<file path="config.mk">
export PLATFORM = sky130hd
export DESIGN_NAME = accum_search_ctrl_flat
export DESIGN_NICKNAME = d
export VERILOG_FILES = /design/src/rtl/accum_search_ctrl_if.sv /design/src/rtl/accum_search_ctrl.sv /design/src/flat_wrapper.sv
export SDC_FILE = /design/constraint.sdc
export NUM_CORES = 1
export LEC_CHECK = 0
export CAP_MARGIN = 30
export CORE_AREA = 2 2 104 106
export CTS_BUF_LIST = sky130_fd_sc_hd__clkbuf_8
export CTS_CLUSTER_DIAMETER = 40
export CTS_CLUSTER_SIZE = 16
export DETAILED_ROUTE_END_ITERATION = 16
export DIE_AREA = 0 0 106 108
export GPL_TIMING_DRIVEN = 0
export PLACE_DENSITY_LB_ADDON = 0.12
export SLEW_MARGIN = 20
export SYNTH_ARGS = -nofsm -noshare
export SYNTH_HDL_FRONTEND = slang
export SYNTH_SLANG_ARGS = --single-unit
</file>
<file path="constraint.sdc">
create_clock -name clk -period 12.62 [get_ports clk]
set_clock_uncertainty 0.1 [all_clocks]
set_input_delay 2.524 -clock clk [delete_from_list [all_inputs] [get_ports clk]]
set_output_delay 2.524 -clock clk [all_outputs]
set_load 0.02 [all_outputs]
</file>
<file path="src/rtl/accum_search_ctrl_if.sv">
// rtl/accum_search_ctrl_if.sv - request/valid read port between the search controller and the array memory
interface accum_search_ctrl_if #(
  parameter int WIDTH = 8,
  parameter int DEPTH = 16
);
  localparam int AW = $clog2(DEPTH);

  logic             rd_req;
  logic [AW-1:0]    rd_addr;
  logic             rd_valid;
  logic [WIDTH-1:0] rd_data;

  modport master (output rd_req, output rd_addr, input rd_valid, input rd_data);
  modport slave  (input rd_req, input rd_addr, output rd_valid, output rd_data);
endinterface

</file>
<file path="src/rtl/accum_search_ctrl.sv">
// rtl/accum_search_ctrl.sv - scans the array, sums elements matching a key rule until a target is reached
// Optional MATCH_COUNT_EN adds o_match_count, the number of accumulated elements in the current scan.
module accum_search_ctrl #(
  parameter int WIDTH     = 8,
  parameter int DEPTH     = 16,
  parameter int SUM_WIDTH = 16,
  localparam int AW       = $clog2(DEPTH)
) (
  input  logic                 clk,
  input  logic                 reset,
  input  logic                 i_start,
  input  logic [1:0]           i_mode,
  input  logic [WIDTH-1:0]     i_key,
  input  logic [SUM_WIDTH-1:0] i_target,
  accum_search_ctrl_if.master  mem,
  output logic                 o_busy,
  output logic                 o_done,
  output logic                 o_success,
  output logic [SUM_WIDTH-1:0] o_sum,
  output logic [AW-1:0]        o_index,
  output logic [2:0]           o_state
`ifdef MATCH_COUNT_EN
  ,
  output logic [AW:0]          o_match_count
`endif
);

  typedef enum logic [2:0] {
    S_IDLE   = 3'd0,
    S_READ   = 3'd1,
    S_CHECK  = 3'd2,
    S_UPDATE = 3'd3,
    S_DONE   = 3'd4
  } state_t;

  state_t               r_state;
  state_t               w_next_state;
  logic [1:0]           r_mode;
  logic [WIDTH-1:0]     r_key;
  logic [SUM_WIDTH-1:0] r_target;
  logic [WIDTH-1:0]     r_data;
  logic [AW-1:0]        r_addr;
  logic [SUM_WIDTH-1:0] r_sum;
  logic [AW-1:0]        r_index;
  logic                 r_success;
`ifdef MATCH_COUNT_EN
  logic [AW:0]          r_match_count;
`endif

  logic                 w_match;
  logic                 w_last;
  logic                 w_reached;
  logic                 w_accept;
  logic [SUM_WIDTH:0]   w_sum_ext;
  logic [SUM_WIDTH-1:0] w_sum_sat;

  always_comb begin
    w_match = 1'b0;
    case (r_mode)
      2'b00:   w_match = (r_data == r_key);
      2'b01:   w_match = (r_data > r_key);
      2'b10:   w_match = (r_data < r_key);
      default: w_match = 1'b1;
    endcase
  end

  // Carry out of the widened add means overflow; clamp instead of wrapping.
  assign w_sum_ext = {1'b0, r_sum} + {{(SUM_WIDTH + 1 - WIDTH){1'b0}}, r_data};
  assign w_sum_sat = w_sum_ext[SUM_WIDTH] ? {SUM_WIDTH{1'b1}} : w_sum_ext[SUM_WIDTH-1:0];
  assign w_reached = (w_sum_sat >= r_target);
  assign w_last    = (r_addr == AW'(DEPTH - 1));
  assign w_accept  = i_start && (r_state == S_IDLE || r_state == S_DONE);

  always_ff @(posedge clk) begin
    if (reset) r_state <= S_IDLE;
    else       r_state <= w_next_state;
  end

  always_comb begin
    w_next_state = r_state;
    case (r_state)
      S_IDLE, S_DONE: begin
        if (i_start) w_next_state = (i_target == '0) ? S_DONE : S_READ;
      end
      S_READ:   if (mem.rd_valid) w_next_state = S_CHECK;
      S_CHECK: begin
        if (w_match)     w_next_state = S_UPDATE;
        else if (w_last) w_next_state = S_DONE;
        else             w_next_state = S_READ;
      end
      S_UPDATE: w_next_state = (w_reached || w_last) ? S_DONE : S_READ;
      default:  w_next_state = S_IDLE;
    endcase
  end

  always_comb begin
    mem.rd_req  = (r_state == S_READ);
    mem.rd_addr = r_addr;
    o_busy      = (r_state == S_READ) || (r_state == S_CHECK) || (r_state == S_UPDATE);
    o_done      = (r_state == S_DONE);
    o_success   = r_success;
    o_sum       = r_sum;
    o_index     = r_index;
    o_state     = r_state;
`ifdef MATCH_COUNT_EN
    o_match_count = r_match_count;
`endif
  end

  always_ff @(posedge clk) begin
    if (reset) begin
      r_mode    <= '0;
      r_key     <= '0;
      r_target  <= '0;
      r_data    <= '0;
      r_addr    <= '0;
      r_sum     <= '0;
      r_index   <= '0;
      r_success <= 1'b0;
`ifdef MATCH_COUNT_EN
      r_match_count <= '0;
`endif
    end else if (w_accept) begin
      r_mode    <= i_mode;
      r_key     <= i_key;
      r_target  <= i_target;
      r_addr    <= '0;
      r_sum     <= '0;
      r_index   <= '0;
      r_success <= (i_target == '0);
`ifdef MATCH_COUNT_EN
      r_match_count <= '0;
`endif
    end else begin
      case (r_state)
        S_READ:  if (mem.rd_valid) r_data <= mem.rd_data;
        S_CHECK: if (!w_match && !w_last) r_addr <= r_addr + 1'b1;
        S_UPDATE: begin
          r_sum   <= w_sum_sat;
          r_index <= r_addr;
`ifdef MATCH_COUNT_EN
          r_match_count <= r_match_count + 1'b1;
`endif
          if (w_reached)    r_success <= 1'b1;
          else if (!w_last) r_addr    <= r_addr + 1'b1;
        end
        default: ;
      endcase
    end
  end

endmodule

</file>
<file path="src/flat_wrapper.sv">
// flat-port wrapper written by rule: the top's interface ports become plain ports
module accum_search_ctrl_flat 
#(
  parameter int WIDTH     = 8,
  parameter int DEPTH     = 16,
  parameter int SUM_WIDTH = 16,
  localparam int AW       = $clog2(DEPTH)
)
  (clk, reset, i_start, i_mode, i_key, i_target, o_busy, o_done, o_success, o_sum, o_index, o_state, mem_rd_req, mem_rd_addr, mem_rd_valid, mem_rd_data);
  accum_search_ctrl_if #(.WIDTH(WIDTH), .DEPTH(DEPTH)) mem_i ();
  input  logic clk;
  input  logic reset;
  input  logic i_start;
  input  logic [1:0] i_mode;
  input  logic [WIDTH-1:0] i_key;
  input  logic [SUM_WIDTH-1:0] i_target;
  output logic o_busy;
  output logic o_done;
  output logic o_success;
  output logic [SUM_WIDTH-1:0] o_sum;
  output logic [AW-1:0] o_index;
  output logic [2:0] o_state;
  output wire logic [$bits(mem_i.rd_req)-1:0] mem_rd_req;
  output wire logic [$bits(mem_i.rd_addr)-1:0] mem_rd_addr;
  input wire logic [$bits(mem_i.rd_valid)-1:0] mem_rd_valid;
  input wire logic [$bits(mem_i.rd_data)-1:0] mem_rd_data;
  assign mem_rd_req = mem_i.rd_req;
  assign mem_rd_addr = mem_i.rd_addr;
  assign mem_i.rd_valid = mem_rd_valid;
  assign mem_i.rd_data = mem_rd_data;
  accum_search_ctrl #(.WIDTH(WIDTH), .DEPTH(DEPTH), .SUM_WIDTH(SUM_WIDTH)) u_core (.clk(clk), .reset(reset), .i_start(i_start), .i_mode(i_mode), .i_key(i_key), .i_target(i_target), .mem(mem_i), .o_busy(o_busy), .o_done(o_done), .o_success(o_success), .o_sum(o_sum), .o_index(o_index), .o_state(o_state));
endmodule
</file>
==> out/qor.txt <==
Synth Warn #: 0
hold_buf cts: 0
maximum vdd drop: 54.43 uV
Synth Flop Type: dfxtp_1
Leakage: 0.001837 uW
CP Capture Type: flip-flop
Post-CTS Resized: 0
syn_nets: 520
top routing layer in use: met4
CP arrival: 4910 ps
largest family of logic cells by synthesized area: simple AND/OR/NAND/NOR gates
largest net degree at the start of global routing: 11
PwrDens: 113.5 nW/um^2
remaining antenna violation count: 0
Core Region: 10230 um^2
Die ar.: 11450 um^2
root buf cell: clkbuf_8
IO Port Bufs: 68
# DRC: 0
total grt overflow: 0
CP max FO: 10
I/O pins: 69
detailed-router iteration count before antenna repair: 4
fin crit share: 0.3790
clock buffer depth: 2
Vias/cell: 5.001
CP Class: reg2reg
Die Y-Extent: 108 um
Tot Pwr: 520.9 uW
met2 WL: 4464 um
Detailed Route Iter0 Violations: 120
Post-Syn Area: 3560 um^2
H-tree levels: 3
Slew Viols, Final: 0
postcts setup bufs: 0
Mean Syn Cell Area: 7.946 um^2
dpl cells: 653
Hold/Removal Path Class: reg2reg
adder-cell area share of the yosys netlist: 0.1216
ranking of synthesized cells by area: dfxtp_1 (35%), ha_1 (12%), nand2_1 (8.4%), a21oi_1 (7.6%), nor2_1 (3.4%)
count leader, synth: nand2_1
initial antenna violation count: 0
Rows: 37
clock sinks: 62
Mapped Cells: 448
Netlist cell types: 52
Async S/R FF share, synth: 0
layout cell share with drive strength beyond 1: 0.05451
Compound-Gate Fraction of Synth Area: 0.1852
first-pass GRT wire length: 15470 um
Layout area overhead: 28.96%
Fmax: 0.2091 GHz
number of global-route vias before repair: 3281
Startpoint Class: flip-flop
Final setup viols: 0
Synth Register Bits: 62
clk_lat worst skew: 340 ps
maxcap violations: 0
TNS Setup: 0 ps
Post-synth EDFFs: 0
post-synthesis mux area share: 0.02847
Clock Pin Slew Worst Setup and Hold Paths: 70 ps
leading area contributor after synthesis: dfxtp_1
initial core utilization: 0.3479
Avg WL per Cell: 14.26 um
via count: 3341
placer's final routability congestion estimate: 0.8483
CTS tree: yes
register area share after synthesis: 0.3487
fin cells: 668
final wirelength: 9525 um
Synth Area in Simple Gates: 0.2450
GRT Util Overall: 0.1719
worst slew pin tran: 684.6 ps
final hold violations: 0
Commonest cells post-synth: nand2_1 (80), dfxtp_1 (62), a21oi_1 (54)
Worst EP required: 12740 ps
NumNets Final: 600
ANT cells: 0
RSZ-0062 raised after global routing: false
Yosys top cell area share: 0.3487
Util after Layout: 0.4487
Rel. slew slack: 0.5394
met3 WL: 309 um
Design Area, Final: 4591 um^2
die width: 106 um
Post-Synth XOR/XNOR Area: 0.02460
status: finished, final reports clean
min cycle time layout: 4783 ps
final HPWL from detailed placement: 7389 um
area of placed instances: 4415 um^2
Metal-1 WL: 4571 um
Num CTS Buffers: 9
[per-layer routing]
| layer | vias to the layer above | global-route usage |
|---|---|---|
| met5 | - | 0 |
| met2 | 59 | 0.2982 |
| met4 | 0 | 0.05545 |
| met1 | 1536 | 0.2115 |
| met3 | 13 | 0.03978 |
| li1 | 1733 | - |
[stage by stage]
stage	worst slack (ps)	hold slack, ps
after global placement	7836	343.1
after CTS	7853	357.9
after detailed placement	7797	347.5
after global routing	7532	379.6
after floorplan	8518	336.3
final	7837	353.2
[worst max-delay path, stage by stage, from the launching register on]
cell and delay [ps]:
dfxtp_1 330, ha_1 230, fa_1 420, a21o_1 200, a21oi_1 270, o21a_1 300
nor3_2 130, nand2b_1 270, clkbuf_1 370, nand2_1 100, ha_1 300, a21o_1 180
a211oi_1 220, o21ai_0 180, a311oi_2 470, and3_1 280, o2111ai_1 170, mux2i_1 150
[power breakdown]
part | switching (uW) | total [uW] | internal [uW] | leakage (uW)
sequential | 10.8 | 221 | 210 | 0.000505
combinational | 79.8 | 141 | 61.0 | 0.00124
clock | 79.6 | 159 | 79.9 | 0.0000886
total | 170 | 521 | 351 | 0.00184
[registers in the layout (all words and copies together) (netlist names)]
signal,count
u_core.r_target,16
u_core.r_key,8
u_core.o_success,1
u_core.o_state,3
u_core.r_mode,2
u_core.r_data,8
u_core.o_sum,16
u_core.mem.rd_addr,4
u_core.o_index,4
[area by class of cell]
type,count,area [um^2]
clock inverters,4,23.77
well taps,136,170.2
flip-flops and latches,62,1241
fillers,1032,5640
clock buffers,11,151.4
plain buffers,19,71.32
inverters,25,93.84
multi-input cells,342,2153
repair buffers,69,685.7
[cell usage in the layout, fill, tap and decap left out, types with 11 or more instances in the layout]
master / n
a21oi_1: 54
clkbuf_1: 15
clkbuf_8: 11
clkdlybuf4s50_1: 68
dfxtp_1: 62
ha_1: 33
inv_1: 26
nand2_1: 80
nor2_1: 32
nor3_1: 13
[cells by family after synthesis]
group | Yosys count
AO/OA/AOI/OAI | 106
XOR/XNOR | 10
adder cells (fa/ha/maj) | 34
buffers and inverters | 44
flip-flops | 62
multiplexers | 10
AND/OR/NAND/NOR | 182
[path summary, 6_finish.rpt]
kind	start	depth (start not counted)	slack, ps	endpoint
worst max-delay path	u_core.o_sum[0]	17	7840	u_core.mem.rd_addr[3]
worst min-delay path	u_core.o_index[3]	2	350	u_core.o_index[3]
worst max register to register	u_core.o_sum[0]	17	7840	u_core.mem.rd_addr[3]
worst min register to register	u_core.o_index[3]	2	350	u_core.o_index[3]
(Power assumes the default switching activity.)
